===== config.mk =====
export PLATFORM = sky130hd
export DESIGN_NAME = interrupt_controller
export DESIGN_NICKNAME = d
export VERILOG_FILES = /design/src/rtl/interrupt_controller_pkg.sv /design/src/rtl/intc_prio_enc.sv /design/src/rtl/interrupt_controller.sv
export SDC_FILE = /design/constraint.sdc
export NUM_CORES = 1
export LEC_CHECK = 0
export BUFFER_PORTS_ARGS = -buffer_cell sky130_fd_sc_hd__buf_4
export CAP_MARGIN = 25
export CORE_UTILIZATION = 35
export DETAILED_ROUTE_END_ITERATION = 12
export PLACE_DENSITY = 0.65
export RECOVER_POWER = 50
export SETUP_SLACK_MARGIN = 0.2
export SKIP_CTS_REPAIR_TIMING = 1
export SLEW_MARGIN = 20
export SYNTH_ARGS = -nofsm -noshare
export SYNTH_HDL_FRONTEND = slang
export SYNTH_HIERARCHICAL = 1
export SYNTH_SLANG_ARGS = --single-unit

===== constraint.sdc =====
create_clock -name clk_i -period 1.25 [get_ports clk_i]
set_input_delay 0.0625 -clock clk_i [delete_from_list [all_inputs] [get_ports clk_i]]
set_output_delay 0.0625 -clock clk_i [all_outputs]
set_load 0.02 [all_outputs]

===== src/rtl/interrupt_controller_pkg.sv =====
// Shared constants for the interrupt controller: register map, FSM encoding
// and GIE bit position, for use by the arbiter decode and software headers.
package interrupt_controller_pkg;

    typedef logic [1:0] reg_addr_t;

    localparam reg_addr_t ADDR_MASK   = 2'd0;
    localparam reg_addr_t ADDR_STATUS = 2'd1;
    localparam reg_addr_t ADDR_VECTOR = 2'd2;
    localparam reg_addr_t ADDR_RSVD   = 2'd3;

    localparam int GIE_BIT = 0;

    // Wide enough for source numbers 1..31
    localparam int VEC_W = 5;

    localparam logic [0:0] ST_IDLE = 1'b0;
    localparam logic [0:0] ST_REQ  = 1'b1;

endpackage


===== src/rtl/intc_prio_enc.sv =====
// Lowest-index-wins priority encoder: returns index+1 of the lowest set bit,
// or 0 when no bit is set.
module intc_prio_enc
    import interrupt_controller_pkg::*;
#(
    parameter int NUM_SRC = 8
) (
    input  logic [NUM_SRC-1:0] active_i,
    output logic [VEC_W-1:0]   vec_o
);

    always_comb begin
        vec_o = '0;
        for (int i = NUM_SRC - 1; i >= 0; i--) begin
            if (active_i[i]) begin
                vec_o = VEC_W'(i + 1);
            end
        end
    end

endmodule


===== src/rtl/interrupt_controller.sv =====
// Memory-mapped interrupt controller: edge-detected pending bits, per-source
// mask with global enable, single registered request to the CPU.
//
// state | meaning
// IDLE  | no request to the CPU
// REQ   | int_o asserted, waiting for int_ack_i or loss of GIE/active
module interrupt_controller
    import interrupt_controller_pkg::*;
#(
    parameter int NUM_SRC = 8
) (
    input  logic               clk_i,
    input  logic               rst_i,
    input  logic [NUM_SRC-1:0] irq_src_i,
    input  logic               sel_i,
    input  logic               we_i,
    input  logic [1:0]         addr_i,
    input  logic [31:0]        wdata_i,
    output logic [31:0]        rdata_o,
    output logic               int_o,
    input  logic               int_ack_i
);

    logic [NUM_SRC-1:0] prev_q;
    logic [NUM_SRC-1:0] pend_q, pend_d;
    logic [NUM_SRC:0]   mask_q, mask_d;
    logic [VEC_W-1:0]   vec_q, vec_d;
    logic [0:0]         state_q, state_d;

    logic [NUM_SRC-1:0] rise;
    logic [NUM_SRC-1:0] act_vec;
    logic [VEC_W-1:0]   winner;
    logic               gie;
    logic               active;
    logic               wr_mask;
    logic               wr_status;

    assign rise      = irq_src_i & ~prev_q;
    assign act_vec   = pend_q & mask_q[NUM_SRC:1];
    assign gie       = mask_q[GIE_BIT];
    assign active    = |act_vec;
    assign wr_mask   = sel_i & we_i & (addr_i == ADDR_MASK);
    assign wr_status = sel_i & we_i & (addr_i == ADDR_STATUS);
    assign int_o     = (state_q == ST_REQ);

    intc_prio_enc #(
        .NUM_SRC (NUM_SRC)
    ) u_prio_enc (
        .active_i (act_vec),
        .vec_o    (winner)
    );

    always_comb begin
        state_d = state_q;
        vec_d   = vec_q;
        mask_d  = mask_q;
        pend_d  = pend_q;

        if (wr_mask) begin
            mask_d = wdata_i[NUM_SRC:0];
        end

        // A new edge wins over a same-cycle write-1-to-clear
        if (wr_status) begin
            pend_d = pend_q & ~wdata_i[NUM_SRC:1];
        end
        pend_d = pend_d | rise;

        case (state_q)
            ST_IDLE: begin
                if (gie & active) begin
                    state_d = ST_REQ;
                end
            end
            ST_REQ: begin
                if (int_ack_i) begin
                    vec_d           = winner;
                    mask_d[GIE_BIT] = 1'b0;
                    state_d         = ST_IDLE;
                end else if (!(gie & active)) begin
                    state_d = ST_IDLE;
                end
            end
            default: state_d = ST_IDLE;
        endcase
    end

    always_ff @(posedge clk_i or posedge rst_i) begin
        if (rst_i) begin
            prev_q  <= '0;
            pend_q  <= '0;
            mask_q  <= '0;
            vec_q   <= '0;
            state_q <= ST_IDLE;
        end else begin
            prev_q  <= irq_src_i;
            pend_q  <= pend_d;
            mask_q  <= mask_d;
            vec_q   <= vec_d;
            state_q <= state_d;
        end
    end

    always_comb begin
        rdata_o = '0;
        if (sel_i) begin
            case (addr_i)
                ADDR_MASK:   rdata_o[NUM_SRC:0]  = mask_q;
                ADDR_STATUS: rdata_o[NUM_SRC:1]  = pend_q;
                ADDR_VECTOR: rdata_o[VEC_W-1:0]  = vec_q;
                default:     rdata_o             = '0;
            endcase
        end
    end

    generate
        if (NUM_SRC < 31) begin : g_unused_wdata
            logic unused_wdata;
            assign unused_wdata = ^wdata_i[31:NUM_SRC+1];
        end
    endgenerate

endmodule


==> reports/qor.txt, run 1 <==
status - complete, but fails checks
failing checks - DRC, setup timing
post-synthesis simple-gate area fraction - 0.1405
Yosys top cell area share - 0.4610
register area share after synthesis - 0.4610
Synth async-reset ratio - 1.000
CTS clock-pin slew for the worst setup and hold paths - 70 ps
CP required - 1190 ps
Final setup viols - 8
top post-synthesis cells by area - dfrtp_1 46%, buf_4 11%, mux2_4 7.1%
final core occ - 0.5436
r2r startpoint - pend_q[5]
Critical Path Fanout Max - 2
die height - 71.34 um
Fmax - 742.8 MHz
Antenna Cells - 0
Max Cap Viol - 0
GRT Total Usage - 0.1434
crit path buf inv count - 2
synth unique cells - 29
crit path time final - 1346 ps
Cell Rows - 24
complex-gate fraction of the synthesized area - 0.08327
Hold Path Class - in -> reg
Sum Neg Setup Slack - -387.6 ps
Via density - 4.487
Setup Skew - 4.421 ps
Initial Util - 0.3761
CP max stage delay - 400 ps
flop-to-flop setup slack - -60 ps
Final ANT Viol Nets - 0
#FFs+latches synth - 31
pin count of the biggest net entering global routing - 32
RSZ-0062 raised after global routing - yes
die width - 71.34 um
kind of critical path - reg -> out
post-synthesis cell count - 156
Syn Std Cell Area - 0.001683 mm2
CTS root buf - clkbuf_8
FF-to-FF path depth - 4
min-delay src - wdata_i[7]
Sinks on Clock Net - 31
DP Area - 0.002001 mm2
slew margin rel. - 0.4817
DR pass1 iterations - 10
Overall Power - 3485 uW
Max rail drop VDD - 602.6 uV
Post-synth top cells - 31 x dfrtp_1, 25 x buf_4, 13 x nand2_1
adder-cell share of the synthesized area - 0
GP Congestion - 0.7512
initial antenna violation count - 0
vias in the first global route - 1144
total wire length - 3.439 mm
Worst R2R End - vec_q[2]
Slowest cell on crit path - dfrtp_1
Pleak - 0.001212 uW
first-pass GRT wire length - 5.347 mm
worst path cell trace - buf_6 > mux2i_4 > o2bb2ai_2 > and2_4 > buf_6
critical path capture point type - output port
hold path depth - 2
most common cell in the netlist - dfrtp_1
fillers - 404
WL/cell - 12.33 um
Slew Limit Fails - 0
CP Launch Type - flop
WHS Endpoint - mask_q[7]
I/O pin count - 80
worst-margin pin slew - 777.4 ps
fin area - 0.002432 mm2
main combinational cell family by area after synthesis - multiplexers
Clock Latency Late Sink - 280 ps
PD cells - 1433 mW/mm2
Final Hold Viols - 0
Die ar. - 0.005089 mm2
DR iter-0 viols - 27
Yosys warning count - 6
DR DRC count - 5
Avg Cell Area, Syn - 10.79 um2
total CTS buffers - 5
XOR/XNOR share of the synthesized area - 0
mux cell area share after synthesis - 0.1584
WP data arrival - 1280 ps
crit-path leading delay family - flip-flops
HPWL Detailed - 2.332 mm
EDFF count, synth - 0
number of port buffers - 33
final period utilization - 1.077
Setup WS post-layout - -96.27 ps
share of layout cells above drive strength 1 - 0.4361
final net count - 273
CTS H-tree lvls - 2
CTS Buffer Depth - 2
core box area - 0.004474 mm2
Vias - 1252
leading area contributor after synthesis - dfrtp_1
GR Overflow Total - 0
area delta synth->final - 44.54%
worst hold margin - 16.49 ps
Most common cell on crit path - buf_6
CTS tree - yes
Main synth FF type - dfrtp_1
==> worst reg2reg max path, cell delays in order (launching register included) <==
cell and delay (ps):
dfrtp_1 390, and2_4 170, nor4_4 280, nor4_1 70, mux2_1 280
==> cells by family after synthesis <==
family	count (synthesis)
mux	22
buf+inv	39
compound gates	19
flops	31
other cells	2
simple gates	43
==> worst max path at each step <==
| stage | cells past startpoint | endpoint | start | slack, ps |
|---|---|---|---|---|
| floorplan | 4 | vec_q[2] | mask_q[4] | -4 |
| global placement | 4 | vec_q[2] | mask_q[4] | -60 |
| detailed placement | 4 | vec_q[2] | mask_q[4] | -70 |
| CTS | 5 | rdata_o[4] | pend_q[3] | -230 |
| global route | 5 | rdata_o[4] | mask_q[4] | -150 |
| finish | 5 | rdata_o[4] | mask_q[4] | -100 |
==> routing by layer <==
metal	track usage	routed length, um	up-vias
met5	0	0	-
li1	-	-	618
met3	0.04923	147	7
met2	0.2169	1599	36
met1	0.1825	1600	591
met4	0.07333	92	0
==> registers in the layout, summed over array words and instances, names as in the netlist <==
register	flops
prev_q	8
pend_q	8
mask_q	9
int_o	1
vec_q	5
==> final cells by class <==
cell class                 count  area (um2)  area share
inverter                      11       43.79     0.01800
clock buffer                   6       82.58     0.03395
clock inverter                 2       35.03     0.01440
tap                           52       65.06     0.02675
timing repair buffer          69       568.0      0.2335
sequential                    31       775.7      0.3189
multi-input combinational    108       862.1      0.3544
==> power breakdown <==
part	internal [uW]	leakage [uW]	switching, uW	total, uW
Clock	644	0.0000612	373	1020
Sequential	1170	0.000353	94.5	1260
Combinational	666	0.000798	538	1200
==> stage by stage <==
step | setup slack, ps | instances
4_1_cts | -229.2 | 258
2_1_floorplan | -3.586 | 178
5_1_grt | -145.5 | 279
3_3_place_gp | -55.08 | 250
6_report | -96.27 | 279
3_5_place_dp | -69.84 | 250
==> layout by cell type (no fill, tap or decap), types with 2 or more instances in the layout <==
cell / synthesis / routed
buf_4: 25 / 41
dfrtp_1: 31 / 31
conb_1: 2 / 24
nand2_1: 13 / 12
mux2_4: 8 / 10
inv_1: 11 / 10
and2_4: 0 / 9
dlygate4sd3_1: 0 / 9
buf_6: 2 / 9
mux2i_1: 9 / 8
a22o_1: 8 / 8
clkbuf_4: 0 / 8
nor2_1: 8 / 6
clkbuf_8: 0 / 6
mux2_1: 5 / 3
or2_1: 3 / 3
a21boi_1: 3 / 3
and4b_1: 2 / 2
nor4_4: 0 / 2
a21oi_4: 0 / 2
Power figures use the tool's default switching activity.
==> run 2, diff against run 1 <==
- SETUP_SLACK_MARGIN: 0.2 -> 0.05
==> reports/qor.txt, run 2 (synthesis results as in run 1) <==
status - complete, but fails checks
failing checks - DRC, setup timing
Top reg by flops - mask_q
Cell Rows - 24
PD cells - 1306 mW/mm2
total CTS buffers - 5
top flop regs - mask_q: 9 flops, pend_q: 8 flops, prev_q: 8 flops
number of port buffers - 33
Worst R2R End - vec_q[2]
Antenna Cells - 0
die width - 71.34 um
Max rail drop VDD - 688.8 uV
GRT Total Usage - 0.1364
r2r startpoint - mask_q[4]
Clock Latency Late Sink - 280 ps
CP Launch Type - flop
min-delay src - wdata_i[2]
CTS H-tree lvls - 2
most frequent cells in the layout - 39 x buf_4, 31 x dfrtp_1, 24 x conb_1
pin count of the biggest net entering global routing - 32
Final ANT Viol Nets - 0
Final setup viols - 5
Hold Path Class - in -> reg
Vias - 1229
Setup WS post-layout - -103.4 ps
commonest non-fill, non-tap cell in the layout - buf_4
Critical Path Fanout Max - 2
fillers - 419
CTS Buffer Depth - 2
Sum Neg Setup Slack - -421.0 ps
max reg flops - 9
final period utilization - 1.083
CTS root buf - clkbuf_8
share of layout cells above drive strength 1 - 0.3628
Slew Limit Fails - 0
total wire length - 3.279 mm
area of the multi-input gates - 773.2 um2
Setup Skew - 3.639 ps
DR DRC count - 3
Sinks on Clock Net - 31
register area - 775.7 um2
I/O pin count - 80
FF-to-FF path depth - 4
Overall Power - 3010 uW
Max Cap Viol - 0
Die ar. - 0.005089 mm2
WL/cell - 11.79 um
HPWL Detailed - 2.346 mm
core box area - 0.004474 mm2
Via density - 4.421
slew margin rel. - 0.4981
vias in the first global route - 1168
critical path capture point type - output port
first-pass GRT wire length - 5.250 mm
RSZ-0062 raised after global routing - yes
CTS clock-pin slew for the worst setup and hold paths - 60 ps
Initial Util - 0.3761
Final Hold Viols - 0
worst-margin pin slew - 752.8 ps
Fmax - 738.9 MHz
die height - 71.34 um
GR Overflow Total - 0
DR pass1 iterations - 8
WP data arrival - 1290 ps
crit path time final - 1353 ps
area delta synth->final - 36.95%
initial antenna violation count - 0
kind of critical path - reg -> out
flop-to-flop setup slack - -50 ps
worst hold margin - 19.61 ps
Pleak - 0.001167 uW
GP Congestion - 0.7903
DR iter-0 viols - 35
final net count - 272
CP required - 1190 ps
CTS tree - yes
hold path depth - 2
WHS Endpoint - mask_q[2]
run 2: cell count changes in the layout (fill, tap and decap cells not counted), moves of 2 or more:
cell     delta
and2_1      +5
and2_4      -5
a21oi_4     -2
buf_4       -2
a21oi_1     +3
run 2: stage by stage:
stage | util | instances | instance area [um2] | setup WS, ps
after CTS | 0.4692 | 263 | 2100 | -168.4
after global routing | 0.5151 | 278 | 2305 | -151.6
final | 0.5151 | 278 | 2305 | -103.4
after detailed placement | 0.4511 | 255 | 2018 | -79.89
after global placement | 0.4511 | 255 | 2018 | -52.83
after floorplan | - | 178 | 1770 | -3.586
run 2: layer usage:
layer / GRT usage / vias to the layer above / part of all wire
li1: - / 617 / -
met1: 0.1679 / 567 / 0.45
met2: 0.2254 / 37 / 0.48
met3: 0.03657 / 8 / 0.043
met4: 0.06000 / 0 / 0.019
met5: 0 / - / 0
run 2: worst max-delay path, cell delays in order (launching register included):
cell	delay (ps)
dfrtp_1	330
buf_4	110
mux2i_1	50
or2_1	200
a21boi_1	150
buf_4	170
run 2: where the power goes:
group / switching (uW) / internal, uW
registers: 82.8 / 1170
clock network: 351 / 390
logic: 455 / 562
run 2: cell type report:
type,instances,share of cell area
sequential,31,0.3366
timing repair buffer,68,0.2465
clock buffer,7,0.03312
inverter,11,0.01792
multi-input combinational,108,0.3355
tap,52,0.02823
clock inverter,1,0.002172
run 2: worst max path at each step:
| stage | slack, ps | startpoint | depth (start not counted) | to |
|---|---|---|---|---|
| 2_1_floorplan | -4 | mask_q[4] | 4 | vec_q[2] |
| 3_3_place_gp | -50 | mask_q[4] | 4 | vec_q[2] |
| 3_5_place_dp | -80 | mask_q[4] | 4 | vec_q[2] |
| 4_1_cts | -170 | pend_q[3] | 5 | rdata_o[4] |
| 5_1_grt | -150 | pend_q[1] | 5 | rdata_o[2] |
| 6_report | -100 | pend_q[0] | 5 | rdata_o[1] |
==> run 3, diff against run 2 <==
- BUFFER_PORTS_ARGS: -buffer_cell sky130_fd_sc_hd__buf_4 -> default
- CORE_UTILIZATION: 35 -> 56
- DONT_BUFFER_PORTS: default -> 1
- PLACE_DENSITY: 0.65 -> 0.73
==> reports/qor.txt, run 3 (synthesis results as in run 1) <==
fillers - 184
share of layout cells above drive strength 1 - 0.3085
Max Cap Viol - 0
Max rail drop VDD - 1063 uV
commonest non-fill, non-tap cell in the layout - dfrtp_1
area delta synth->final - 28.18%
final period utilization - 1.139
Antenna Cells - 0
die width - 56.82 um
status - complete, but fails checks
I/O pin count - 80
GP Congestion - 0.8419
Final ANT Viol Nets - 0
die height - 56.82 um
most frequent cells in the layout - 31 x dfrtp_1, 24 x conb_1, 18 x dlygate4sd3_1
CTS Buffer Depth - 2
Pleak - 0.001035 uW
CP Launch Type - flop
CP required - 1190 ps
CP max stage delay - 370 ps
number of port buffers - 0
Setup WS post-layout - -174.0 ps
Critical Path Fanout Max - 2
max reg flops - 9
Cell Rows - 19
total CTS buffers - 5
Initial Util - 0.5999
worst hold margin - 138.8 ps
Hold Path Class - in -> reg
worst path cell trace - buf_6 > mux2i_1 > or2_1 > a21boi_2 > buf_4
Top reg by flops - mask_q
HPWL Detailed - 2.232 mm
critical path capture point type - output port
vias in the first global route - 1066
Vias - 1172
failing checks - DRC, setup timing
first-pass GRT wire length - 4.836 mm
kind of critical path - reg -> out
min-delay src - int_ack_i
dpl ws - -84.46 ps
pin count of the biggest net entering global routing - 32
Fmax - 702.3 MHz
PD cells - 1312 mW/mm2
Sinks on Clock Net - 31
total wire length - 3.424 mm
crit path time final - 1424 ps
Clock Latency Late Sink - 330 ps
CTS tree - yes
initial antenna violation count - 0
Final Hold Viols - 0
DR iter-0 viols - 38
final net count - 247
WL/cell - 14.76 um
Slew Limit Fails - 0
CTS root buf - clkbuf_4
Final setup viols - 7
FF-to-FF path depth - 4
slew margin rel. - 0.5085
DR pass1 iterations - 8
top flop regs - mask_q: 9 flops, pend_q: 8 flops, prev_q: 8 flops
CTS H-tree lvls - 2
RSZ-0062 raised after global routing - yes
WHS Endpoint - int_o
Setup Skew - 5.153 ps
flop-to-flop setup slack - -90 ps
core box area - 0.002805 mm2
Worst R2R End - vec_q[2]
worst-margin pin slew - 737.2 ps
r2r startpoint - mask_q[7]
WP data arrival - 1360 ps
Via density - 5.052
GR Overflow Total - 0
Slowest cell on crit path - dfrtp_1
Die ar. - 0.003229 mm2
CTS clock-pin slew for the worst setup and hold paths - 90 ps
DR DRC count - 17
GRT Total Usage - 0.2055
hold path depth - 3
==> run 3: cell types whose count changed in the layout (fill, tap and decap cells not counted), sizes merged <==
cell         before  now
buf              49   24
clkbuf           17    8
dlygate4sd3       9   18
==> run 3: worst max path at each step <==
stage | from | endpoint | slack [ps] | cells after the start
finish | pend_q[2] | rdata_o[3] | -170 | 5
global route | pend_q[1] | rdata_o[2] | -270 | 5
CTS | pend_q[2] | rdata_o[3] | -190 | 5
detailed placement | mask_q[4] | vec_q[2] | -80 | 4
global placement | mask_q[4] | vec_q[2] | -50 | 4
floorplan | mask_q[4] | vec_q[2] | -4 | 4
==> run 3: final cells by class <==
type                       instances  area [um2]  area share
timing repair buffer              43       402.9      0.1868
sequential                        31       775.7      0.3596
inverter                          11       41.29     0.01914
clock inverter                     1       5.005    0.002320
multi-input combinational        108       848.3      0.3933
tap                               31       38.79     0.01798
clock buffer                       7       45.04     0.02088
==> run 3: power breakdown <==
group / internal, uW / switching (uW) / total, uW
Clock: 219 / 323 / 542
Combinational: 545 / 475 / 1020
Sequential: 1170 / 101 / 1270
Total: 1930 / 900 / 2830
==> run 3: metrics by stage <==
step | power, uW | TNS (ps) | area (um2) | utilization | cells
2_1_floorplan | 1850 | -3.586 | 1770 | - | 178
3_3_place_gp | 1973 | -46.35 | 1752 | 0.6244 | 202
3_5_place_dp | 2005 | -100.7 | 1752 | 0.6244 | 202
4_1_cts | 2531 | -738.7 | 1802 | 0.6423 | 210
5_1_grt | 2986 | -1147 | 2157 | 0.7690 | 232
6_report | 2830 | -619.1 | 2157 | 0.7690 | 232
==> run 3: critical path, delay by kind of cell (launching register included) <==
family / cells / cell delay, ps
AO/OA/AOI/OAI: 1 / 140
flip-flops: 1 / 370
buffers and inverters: 2 / 260
AND/OR/NAND/NOR: 1 / 210
multiplexers: 1 / 50
==> run 3: metal layers <==
metal | up-vias | GRT usage | part of all wire
met3 | 6 | 0.07834 | 0.052
met1 | 563 | 0.2492 | 0.40
met2 | 38 | 0.3350 | 0.53
met5 | - | 0 | 0
li1 | 565 | - | -
met4 | 0 | 0.07317 | 0.015
